## config.mk

```make
export PLATFORM = sky130hd
export DESIGN_NAME = cmd_sequencer
export DESIGN_NICKNAME = d
export VERILOG_FILES = /design/src/rtl/cmd_sequencer.sv
export SDC_FILE = /design/constraint.sdc
export NUM_CORES = 1
export LEC_CHECK = 0
export CORE_MARGIN = 2
export CORE_UTILIZATION = 56
export CTS_BUF_LIST = sky130_fd_sc_hd__clkbuf_4 sky130_fd_sc_hd__clkbuf_8
export DETAILED_ROUTE_END_ITERATION = 10
export PLACE_DENSITY = 0.83
export SLEW_MARGIN = 30
export SYNTH_ARGS = -nofsm -noshare
export SYNTH_HDL_FRONTEND = slang
export SYNTH_SLANG_ARGS = --single-unit
```

## constraint.sdc

```tcl
create_clock -name clk -period 3.5 [get_ports clk]
set_input_delay 0.7 -clock clk [delete_from_list [all_inputs] [get_ports clk]]
set_output_delay 0.7 -clock clk [all_outputs]
set_load 0.02 [all_outputs]
```

## src/rtl/cmd_sequencer.sv

```systemverilog
// cmd_sequencer: command controller for the serial_comm transceiver.
// Decodes 24-bit commands, runs the pressure-sensor sample handshake or
// offset register access, applies offset correction and drives the
// 16-bit reply (tx_data/trmt). Holds one pending command.
// Ports: clk, rst (sync, active-high); cmd/cmd_rdy in; tx_done in;
//        tx_data/trmt out; smpl_req out, smpl_vld/raw_press in;
//        offset, busy, overrun (sticky) out.
// Optional feature: define CMD_ACK_EN to make WR_OFF send a 16'hA5A5 ack.
module cmd_sequencer #(
    parameter int          TIMEOUT_CYC = 1023,
    parameter logic [15:0] ERR_WORD    = 16'hDEAD,
    parameter logic [15:0] BAD_WORD    = 16'hBAD0
) (
    input  logic        clk,
    input  logic        rst,
    input  logic [23:0] cmd,
    input  logic        cmd_rdy,
    input  logic        tx_done,
    output logic [15:0] tx_data,
    output logic        trmt,
    output logic        smpl_req,
    input  logic        smpl_vld,
    input  logic [15:0] raw_press,
    output logic [15:0] offset,
    output logic        busy,
    output logic        overrun
);

    localparam int CW = $clog2(TIMEOUT_CYC + 1);
    localparam logic [CW-1:0] CNT_MAX = CW'(TIMEOUT_CYC);

    localparam logic [7:0] OP_READ_P = 8'h01;
    localparam logic [7:0] OP_WR_OFF = 8'h02;
    localparam logic [7:0] OP_RD_OFF = 8'h03;

    typedef enum logic [2:0] {
        IDLE,
        DECODE,
        SAMPLE,
        SEND,
        WAIT_TX
    } state_t;

    state_t        state_q, state_d;
    logic [15:0]   tx_data_q, tx_data_d;
    logic          trmt_q, trmt_d;
    logic          smpl_req_q, smpl_req_d;
    logic [15:0]   offset_q, offset_d;
    logic          busy_q, busy_d;
    logic          ovr_q, ovr_d;
    logic [23:0]   cur_q, cur_d;
    logic [23:0]   pend_q, pend_d;
    logic          pend_vld_q, pend_vld_d;
    logic [CW-1:0] cnt_q, cnt_d;

    // Raw reading is unsigned, offset signed: widen to 18 bits so the
    // sum can neither wrap below zero nor above 16'hFFFF.
    logic [17:0] sum;
    logic [15:0] corrected;

    always_comb begin
        sum = {2'b00, raw_press} + {{2{offset_q[15]}}, offset_q};
        if (sum[17]) begin
            corrected = 16'h0000;
        end else if (sum[16]) begin
            corrected = 16'hFFFF;
        end else begin
            corrected = sum[15:0];
        end
    end

    always_comb begin
        state_d    = state_q;
        tx_data_d  = tx_data_q;
        trmt_d     = 1'b0;
        offset_d   = offset_q;
        ovr_d      = ovr_q;
        cur_d      = cur_q;
        pend_d     = pend_q;
        pend_vld_d = pend_vld_q;
        cnt_d      = cnt_q;

        // While busy a new command fills the slot or is lost.
        if (state_q != IDLE && cmd_rdy) begin
            if (!pend_vld_q) begin
                pend_d     = cmd;
                pend_vld_d = 1'b1;
            end else begin
                ovr_d = 1'b1;
            end
        end

        unique case (state_q)
            IDLE: begin
                if (pend_vld_q) begin
                    // Pending command first; a simultaneous new
                    // command takes over the freed slot.
                    cur_d      = pend_q;
                    state_d    = DECODE;
                    pend_d     = cmd;
                    pend_vld_d = cmd_rdy;
                end else if (cmd_rdy) begin
                    cur_d   = cmd;
                    state_d = DECODE;
                end
            end
            DECODE: begin
                case (cur_q[23:16])
                    OP_READ_P: begin
                        cnt_d   = '0;
                        state_d = SAMPLE;
                    end
                    OP_WR_OFF: begin
                        offset_d = cur_q[15:0];
`ifdef CMD_ACK_EN
                        tx_data_d = 16'hA5A5;
                        state_d   = SEND;
`else
                        state_d = IDLE;
`endif
                    end
                    OP_RD_OFF: begin
                        tx_data_d = offset_q;
                        state_d   = SEND;
                    end
                    default: begin
                        tx_data_d = BAD_WORD;
                        state_d   = SEND;
                    end
                endcase
            end
            SAMPLE: begin
                if (smpl_vld) begin
                    tx_data_d = corrected;
                    cnt_d     = '0;
                    state_d   = SEND;
                end else if (cnt_q == CNT_MAX) begin
                    tx_data_d = ERR_WORD;
                    cnt_d     = '0;
                    state_d   = SEND;
                end else begin
                    cnt_d = cnt_q + 1'b1;
                end
            end
            SEND: begin
                trmt_d  = 1'b1;
                state_d = WAIT_TX;
            end
            WAIT_TX: begin
                if (tx_done) begin
                    state_d = IDLE;
                end
            end
            default: begin
                state_d = IDLE;
            end
        endcase

        smpl_req_d = (state_d == SAMPLE);
        busy_d     = (state_d != IDLE);
    end

    always_ff @(posedge clk) begin
        if (rst) begin
            state_q    <= IDLE;
            tx_data_q  <= '0;
            trmt_q     <= 1'b0;
            smpl_req_q <= 1'b0;
            offset_q   <= '0;
            busy_q     <= 1'b0;
            ovr_q      <= 1'b0;
            cur_q      <= '0;
            pend_q     <= '0;
            pend_vld_q <= 1'b0;
            cnt_q      <= '0;
        end else begin
            state_q    <= state_d;
            tx_data_q  <= tx_data_d;
            trmt_q     <= trmt_d;
            smpl_req_q <= smpl_req_d;
            offset_q   <= offset_d;
            busy_q     <= busy_d;
            ovr_q      <= ovr_d;
            cur_q      <= cur_d;
            pend_q     <= pend_d;
            pend_vld_q <= pend_vld_d;
            cnt_q      <= cnt_d;
        end
    end

    assign tx_data  = tx_data_q;
    assign trmt     = trmt_q;
    assign smpl_req = smpl_req_q;
    assign offset   = offset_q;
    assign busy     = busy_q;
    assign overrun  = ovr_q;

endmodule
```

# [Yosys cells after proc, flatten, opt, wreduce, memory -nomap -nowiden]
# Cells that the tools add are included.
[word_totals] register_bits=98 output_inout_bits=36 word_cells=64
[classes] add_sub_neg=2 n_eq_ne=12 muxes=27 reduce_logical=12
[ops] op="2-to-1 mux 24 bit" count=6
[ops] op="2-to-1 mux 16 bit" count=4
[ops] op="case mux 16 bit (2 select lines)" count=2
[ops] op="2-to-1 mux 10 bit" count=3
[ops] op="case mux 10 bit (2 select lines)" count=1
[ops] op="adder 17 x 16 -> 18 bit" count=1
[ops] op="equality test 8 x 2 -> 1 bit, second input constant" count=2
[ops] op="2-to-1 mux 3 bit" count=5
[ops] op="case mux 3 bit (5 select lines)" count=1
[ops] op="adder 10 x 1 -> 10 bit, second input constant" count=1
[ops] op="equality test 10 bit, second input constant" count=1
[ops] op="equality test 3 x 2 -> 1 bit, second input constant" count=3
[ops] op="equality test 8 x 1 -> 1 bit, second input constant" count=1
[ops] op="AND reduction 2 bit" count=4
[ops] op="nonzero test 3 bit" count=2
[ops] op="2-to-1 mux 1 bit" count=4
[ops] op="inequality test 2 bit, second input constant" count=2
[ops] op="case mux 2 bit (2 select lines)" count=1
[ops] op="nonzero test 2 bit" count=2
[ops] op="equality test 3 x 1 -> 1 bit, second input constant" count=1
[ops] op="equality test 3 bit, second input constant" count=1
[ops] op="zero test 3 bit" count=1
[ops] op="inequality test 3 bit, second input constant" count=1
[ops] op="AND reduction 3 bit" count=1
[ops] op="2 further kinds" count=2

# [Logic depth before layout (Yosys ltp)]
# Gate-level depths: netlist (run 1).
[logic_depth] word_depth=5 mapped_depth=10 depth_no_buf=9

# [Worst setup path before layout (run 1)]
# OpenSTA, ideal clock, no wires.
[synth_path] path_kind="input -> register" from="in raw_press[0]" to="reg tx_data_q[14], in the netlist tx_data[14]" setup_time_ps=79 arrival_time_ps=2720 t_required_ps=3421 slack_ps=701 path_stages=10 path_cell_list="ha_1 fa_1 a211oi_2 o21ai_2 o2111ai_2 a31oi_2 xnor2_2 buf_6 o2bb2ai_1 a211oi_2"
[synth_via] elab_chain_cells=5
[synth_rtl] element="start: declaration" line="23" rtl="input logic [15:0] raw_press,"
[synth_rtl] element="adder 17 x 16 -> 18 bit *" line="62" rtl="sum = {2'b00, raw_press} + {{2{offset_q[15]}}, offset_q};"
[synth_rtl] element="2-to-1 mux 16 bit" line="65" rtl="end else if (sum[16]) begin"
[synth_rtl] element="2-to-1 mux 16 bit *" line="63" rtl="if (sum[17]) begin"
[synth_rtl] element="2-to-1 mux 16 bit *" line="133" rtl="if (smpl_vld) begin"
[synth_rtl] element="case mux 16 bit (2 select lines) *" line="93" rtl="unique case (state_q)"
[synth_rtl] element="end signal: assignment" line="178" rtl="tx_data_q <= tx_data_d;"
[synth_rtl] element="end: declaration" line="45" rtl="logic [15:0] tx_data_q, tx_data_d;"
# Every way passes the cells marked *; elsewhere a longest branch is shown, timed or not.
# A chain may end at the register's enable or synchronous reset.

# [Final worst setup path (run 1)]
[layout_path] from="in raw_press[0]" to="reg tx_data_q[1], in the netlist tx_data[1]"
# Same word-level chain as after synthesis.

==> results.py, run 1 <==
metrics = {
    "sta": {
        "rsz0062_at_grt": "no",
        "fin_ws_ns": 0.449,
        "fmax_mhz": 328,
        "hold_viol_final": 0,
        "skew_ns": 0.0132,
        "tightest_slew_ns": 0.761,
        "tns_ns": 0,
        "slew_headroom_pct": 49.2,
        "setup_viol_count_final": 0,
        "period_minus_slack_ns": 3.05,
        "period_share_pct": 87.2,
        "slew_violations": 0,
    },
    "pwr": {
        "p_leak_nw": 2.46,
        "power_density_nw_per_um2": 635,
        "ir_drop_mv": 0.397,
    },
    "floorplan": {
        "rows": 35,
        "die_width_um": 101,
        "die_h_um": 101,
        "ioPinCount": 81,
        "start_util_pct": 57.2,
        "die-area_um2": 10100,
        "core_area_um2": 9150,
    },
    "clocking": {
        "h-tree-depth": 3,
        "cts_tree": "done",
        "clkLatencyLatePin_ns": 0.37,
        "cts-root-buf": "clkbuf_8",
        "cts_sinks": 98,
        "clkTransAtPathRegs_ns": 0.11,
        "cts_hold_buf": 0,
        "cts_buffers": 9,
        "post_cts_buffers": 0,
        "clockBufferDepth": 2,
        "postCtsResizedCells": 0,
    },
    "worst_setup_path": {
        "r2r_cells": 10,
        "critPathArrivalTime_ns": 3.34,
        "critPathCaptureType": "flop",
        "crit_path_max_incr_delay_ns": 0.44,
        "cp_num_buf_inv": 2,
        "crit_family": "compound AO/OA/AOI/OAI gates",
        "cp_cell_sequence": "clkdlybuf4s50_1 > ha_1 > fa_1 > a211oi_2 > o21ai_2 > o2111ai_2 > a31oi_2 > xnor2_2 > buf_4 > o22ai_1 > a311oi_1",
        "required_ns": 3.79,
        "crit_cells": 11,
        "reg2reg_setup_slack_ns": 0.76,
        "slowest_stage": "fa_1",
        "start_kind": "primary input",
        "crit_fanout": 9,
        "crit_type": "primary input to flop",
    },
    "global_routing": {
        "grt_pass1_wl_mm": 20.4,
        "grt_max_degree": 79,
        "antenna_found_initial": 0,
        "grt_pass1_vias": 4298,
        "grt_usage_pct": 25.0,
        "overflow": 0,
    },
    "routing": {
        "wl_mm": 12.3,
        "detail_route.first_pass.iterations": 5,
        "via_per_inst": 5.94,
        "drcViolationCount": 0,
        "first_iter_violations": 221,
        "ant_nets": 0,
        "vias": 4618,
        "avgRoutedWirePerCell_um": 15.8,
    },
    "placement": {
        "pre_cts_slack_ns": 0.0714,
        "portBuffers": 80,
        "dp_hpwl_mm": 9.04,
        "gp_congestion": 0.902,
    },
    "finish": {
        "final_cell_mix": "dfxtp_1 (98), nor2_1 (83), clkdlybuf4s50_1 (79)",
        "antenna_cells": 0,
        "nets": 726,
        "syn2layout_area_growth_pct": 19.9,
        "final_common_cell": "dfxtp_1",
        "drive_gt1_share_pct": 7.95,
    },
    "min_path": {
        "hold_depth": 2,
        "min_path_type": "flop to flop",
    },
    "logic_synthesis": {
        "synth_cells": 597,
        "ys_types": 70,
        "synth-seq-area-share_pct": 37.5,
        "yosysWarnings": 0,
        "syn_area_um2": 5240,
        "synth_seq_cells": 98,
        "syn_nets": 661,
        "async_flop_share_pct": 0,
        "synth.avg_cell_area_um2": 8.77,
        "synth_flop_cell": "dfxtp_1",
        "synth_edf_count": 0,
    },
    "run_status": {
        "status": "finished clean",
    },
    "flow_run": {
        "maxCapViolCount": 0,
    },
}
## worst register-to-register path, delay by kind of cell, from the launching register on
family | cells | cell delay [ns]
compound gates | 6 | 1.16
xor+xnor | 1 | 0.22
fa+ha+maj | 2 | 0.70
buf+inv | 1 | 0.21
flops | 1 | 0.38
## worst paths after layout
kind | from | endpoint
hold reg to reg | cur_q[12]$_SDFFE_PP0P_ | offset[12]$_SDFFE_PP0P_
setup reg to reg | offset[0]$_SDFFE_PP0P_ | tx_data[1]$_SDFFE_PP0P_
setup / recovery | raw_press[0] | tx_data[1]$_SDFFE_PP0P_
hold / removal | cur_q[12]$_SDFFE_PP0P_ | offset[12]$_SDFFE_PP0P_
## per-layer routing
metal / vias to the layer above / track usage [%] / wire [µm]
met1: 2137 / 33.0 / 5420
met3: 29 / 4.65 / 765
met4: 0 / 9.48 / 297
met5: - / 0 / 0
li1: 2297 / - / -
met2: 155 / 40.6 / 5770
## cells in the mapped netlist (4+ instances only)
cell type	number	area share, %
nand2b_1	6	0.72
a21oi_1	46	4.4
o21ai_0	16	1.5
o22ai_1	4	0.48
nand3_1	4	0.38
a211oi_1	29	4.2
ha_1	18	4.3
dfxtp_1	98	37
nor2_1	84	6.0
nand2_1	59	4.2
a31oi_1	4	0.48
o2bb2ai_1	6	1.0
clkbuf_1	19	1.4
or3_1	4	0.48
mux2i_1	52	9.9
buf_2	7	0.67
a311oi_1	5	0.84
o31ai_1	4	0.57
inv_1	6	0.43
a211oi_2	4	0.96
and3_1	8	0.96
xor2_1	9	1.5
o21ai_2	4	0.67
xnor2_1	6	1.0
a21o_1	4	0.57
nor3_1	19	1.8
## sequential cells by signal, indices dropped and copies added (netlist names)
name and flops:
overrun 1, pend_q 24, trmt 1, cnt_q 10, pend_vld_q 1, state_q 3, busy 1, smpl_req 1
tx_data 16, offset 16, cur_q 24
## final cells by class
type / instances / area, µm²
Clock inverter: 7 / 83.8
Sequential cell: 98 / 1960
Fill cell: 719 / 2880
Timing Repair Buffer: 87 / 848
Clock buffer: 9 / 124
Inverter: 6 / 22.5
Tap cell: 111 / 139
Multi-Input combinational cell: 460 / 3100
## through the flow
step	util, %	area, µm²	total power (W)	hold slack (ns)	std cells
6_report	68.6	6280	0.00399	0.460	778
3_3_place_gp	66.3	6070	0.00317	0.442	762
2_1_floorplan	-	5240	0.00276	0.437	597
3_5_place_dp	66.3	6070	0.00323	0.445	762
5_1_grt	68.6	6280	0.00424	0.489	778
4_1_cts	68.6	6280	0.00401	0.464	778
## power by group
group	switching, W	internal (W)
clock network	0.000430	0.000345
logic	0.000900	0.000725
registers	0.000187	0.00140
## logic make-up after synthesis
logic type,after synthesis,synth area share (%)
mux,54,10.6
simple gates,212,19.4
flops,98,37.5
fa+ha+maj,19,4.68
xor+xnor,16,2.82
compound gates,159,21.7
buf+inv,39,3.42
Power figures use the tool's default switching activity.
==> run 2, diff against run 1 <==
--- a/config.mk
+++ b/config.mk
@@ -5,7 +5,6 @@
 export SDC_FILE = /design/constraint.sdc
 export NUM_CORES = 1
 export LEC_CHECK = 0
-export CORE_MARGIN = 2
 export CORE_UTILIZATION = 56
 export CTS_BUF_LIST = sky130_fd_sc_hd__clkbuf_4 sky130_fd_sc_hd__clkbuf_8
 export DETAILED_ROUTE_END_ITERATION = 10
@@ -14,3 +13,4 @@
 export SYNTH_ARGS = -nofsm -noshare
 export SYNTH_HDL_FRONTEND = slang
 export SYNTH_SLANG_ARGS = --single-unit
+export TNS_END_PERCENT = 100
==> results.py, run 2 (same netlist as run 1, synthesis figures left out) <==
metrics = {
    "sta": {
        "slew_headroom_pct": 62.5,
        "slew_violations": 0,
        "period_minus_slack_ns": 3.00,
        "tightest_slew_ns": 0.560,
        "skew_ns": 0.0136,
        "setup_viol_count_final": 0,
        "rsz0062_at_grt": "no",
        "fmax_mhz": 333,
        "period_share_pct": 85.8,
        "fin_ws_ns": 0.497,
        "tns_ns": 0,
        "hold_viol_final": 0,
    },
    "worst_setup_path": {
        "reg2reg_setup_slack_ns": 0.82,
        "r2r_cells": 10,
        "critPathArrivalTime_ns": 3.28,
        "reg2reg_from": "offset[0]$_SDFFE_PP0P_",
        "start_kind": "primary input",
        "r2r_end": "tx_data[1]$_SDFFE_PP0P_",
        "critPathCaptureType": "flop",
        "required_ns": 3.78,
        "crit_type": "primary input to flop",
        "crit_fanout": 16,
    },
    "clocking": {
        "cts_hold_buf": 0,
        "post_cts_buffers": 0,
        "postCtsResizedCells": 0,
        "cts-root-buf": "clkbuf_8",
        "h-tree-depth": 3,
        "cts_buffers": 9,
        "clockBufferDepth": 2,
        "cts_sinks": 98,
        "cts_tree": "done",
        "clkLatencyLatePin_ns": 0.37,
        "clkTransAtPathRegs_ns": 0.09,
    },
    "finish": {
        "final_common_cell": "dfxtp_1",
        "nets": 727,
        "syn2layout_area_growth_pct": 20.1,
        "final_cell_mix": "dfxtp_1 (98), nor2_1 (83), clkdlybuf4s50_1 (79)",
        "reg_top3": "cur_q x24, pend_q x24",
        "drive_gt1_share_pct": 7.95,
        "antenna_cells": 0,
        "final_util_pct": 70.7,
    },
    "global_routing": {
        "grt.busiest_layer": "met2",
        "grt_max_degree": 50,
        "grt_use_met2_pct": 45.1,
        "met3_usage_pct": 4.18,
        "grt_usage_pct": 26.4,
        "grt_pass1_vias": 4386,
        "grt_pass1_wl_mm": 20.7,
        "met1_usage_pct": 33.9,
        "antenna_found_initial": 0,
        "overflow": 0,
    },
    "routing": {
        "avgRoutedWirePerCell_um": 15.8,
        "drcViolationCount": 0,
        "detail_route.first_pass.iterations": 5,
        "via_per_inst": 5.96,
        "vias": 4617,
        "ant_nets": 0,
        "wl_mm": 12.2,
        "first_iter_violations": 173,
    },
    "min_path": {
        "min_from": "cur_q[6]$_SDFFE_PP0P_",
        "hold_depth": 2,
        "min_path_type": "flop to flop",
        "whs_endpoint": "offset[6]$_SDFFE_PP0P_",
    },
    "floorplan": {
        "die_h_um": 98.7,
        "die-area_um2": 9740,
        "die_width_um": 98.7,
        "start_util_pct": 58.9,
        "core_area_um2": 8890,
        "rows": 34,
        "ioPinCount": 81,
    },
    "run_status": {
        "status": "finished clean",
    },
    "placement": {
        "pre_cts_slack_ns": 0.0911,
        "dp_hpwl_mm": 9.07,
        "portBuffers": 80,
        "gp_congestion": 0.848,
    },
    "pwr": {
        "power_density_nw_per_um2": 629,
        "ir_drop_mv": 0.347,
        "power_w": 0.00395,
        "p_leak_nw": 2.47,
    },
    "flow_run": {
        "maxCapViolCount": 0,
    },
}
==> run 2: changes by cell type in the layout (fill, tap and decap cells not counted) <==
cell	previous run	this run
buf_12	0	1
clkbuf_8	9	10
clkinv_4	1	2
inv_6	3	1
inv_8	1	0
==> run 2: area by class of cell <==
class                           count  area [µm²]
Tap cell                          108         135
Clock buffer                       10         138
Sequential cell                    98        1960
Inverter                            6        22.5
Timing Repair Buffer               88         868
Fill cell                         684        2600
Multi-Input combinational cell    460        3100
Clock inverter                      5        63.8
==> run 2: how the worst max path moves through the flow <==
stage	slack [ns]	depth (start not counted)	to	from
final	0.50	11	tx_data[1]$_SDFFE_PP0P_	raw_press[0]
after global routing	0.34	11	tx_data[1]$_SDFFE_PP0P_	raw_press[0]
after CTS	0.48	11	tx_data[1]$_SDFFE_PP0P_	raw_press[0]
after detailed placement	0.09	11	tx_data[1]$_SDFFE_PP0P_	raw_press[0]
after global placement	0.20	11	tx_data[8]$_SDFFE_PP0P_	raw_press[0]
after floorplan	0.70	10	tx_data[14]$_SDFFE_PP0P_	raw_press[0]
==> run 2: through the flow <==
stage | instances | hold slack (ns) | instance area, µm²
floorplan | 597 | 0.437 | 5240
global placement | 760 | 0.442 | 6090
detailed placement | 760 | 0.447 | 6090
CTS | 775 | 0.465 | 6290
global route | 775 | 0.486 | 6290
finish | 775 | 0.463 | 6290
==> run 2: metal layers <==
| layer | vias to the layer above | wire [µm] | share of wire, % |
|---|---|---|---|
| li1 | 2309 | - | - |
| met1 | 2155 | 5520 | 45 |
| met2 | 134 | 5880 | 48 |
| met3 | 19 | 588 | 4.8 |
| met4 | 0 | 224 | 1.8 |
| met5 | - | 0 | 0 |
==> run 2: critical path: stages <==
cell	delay, ns
clkdlybuf4s50_1	0.41
ha_1	0.21
fa_1	0.44
a211oi_2	0.27
o21ai_2	0.12
o2111ai_2	0.26
a31oi_2	0.15
xnor2_2	0.20
buf_12	0.17
o22ai_1	0.08
a311oi_1	0.27
==> run 2: where the power goes <==
group          switching (W)  total (W)  internal [W]  leakage [nW]
Sequential          0.000194    0.00159       0.00140         0.802
Combinational       0.000896    0.00162      0.000727          1.56
Clock               0.000387   0.000738      0.000351        0.0989
Total                0.00148    0.00395       0.00248          2.47
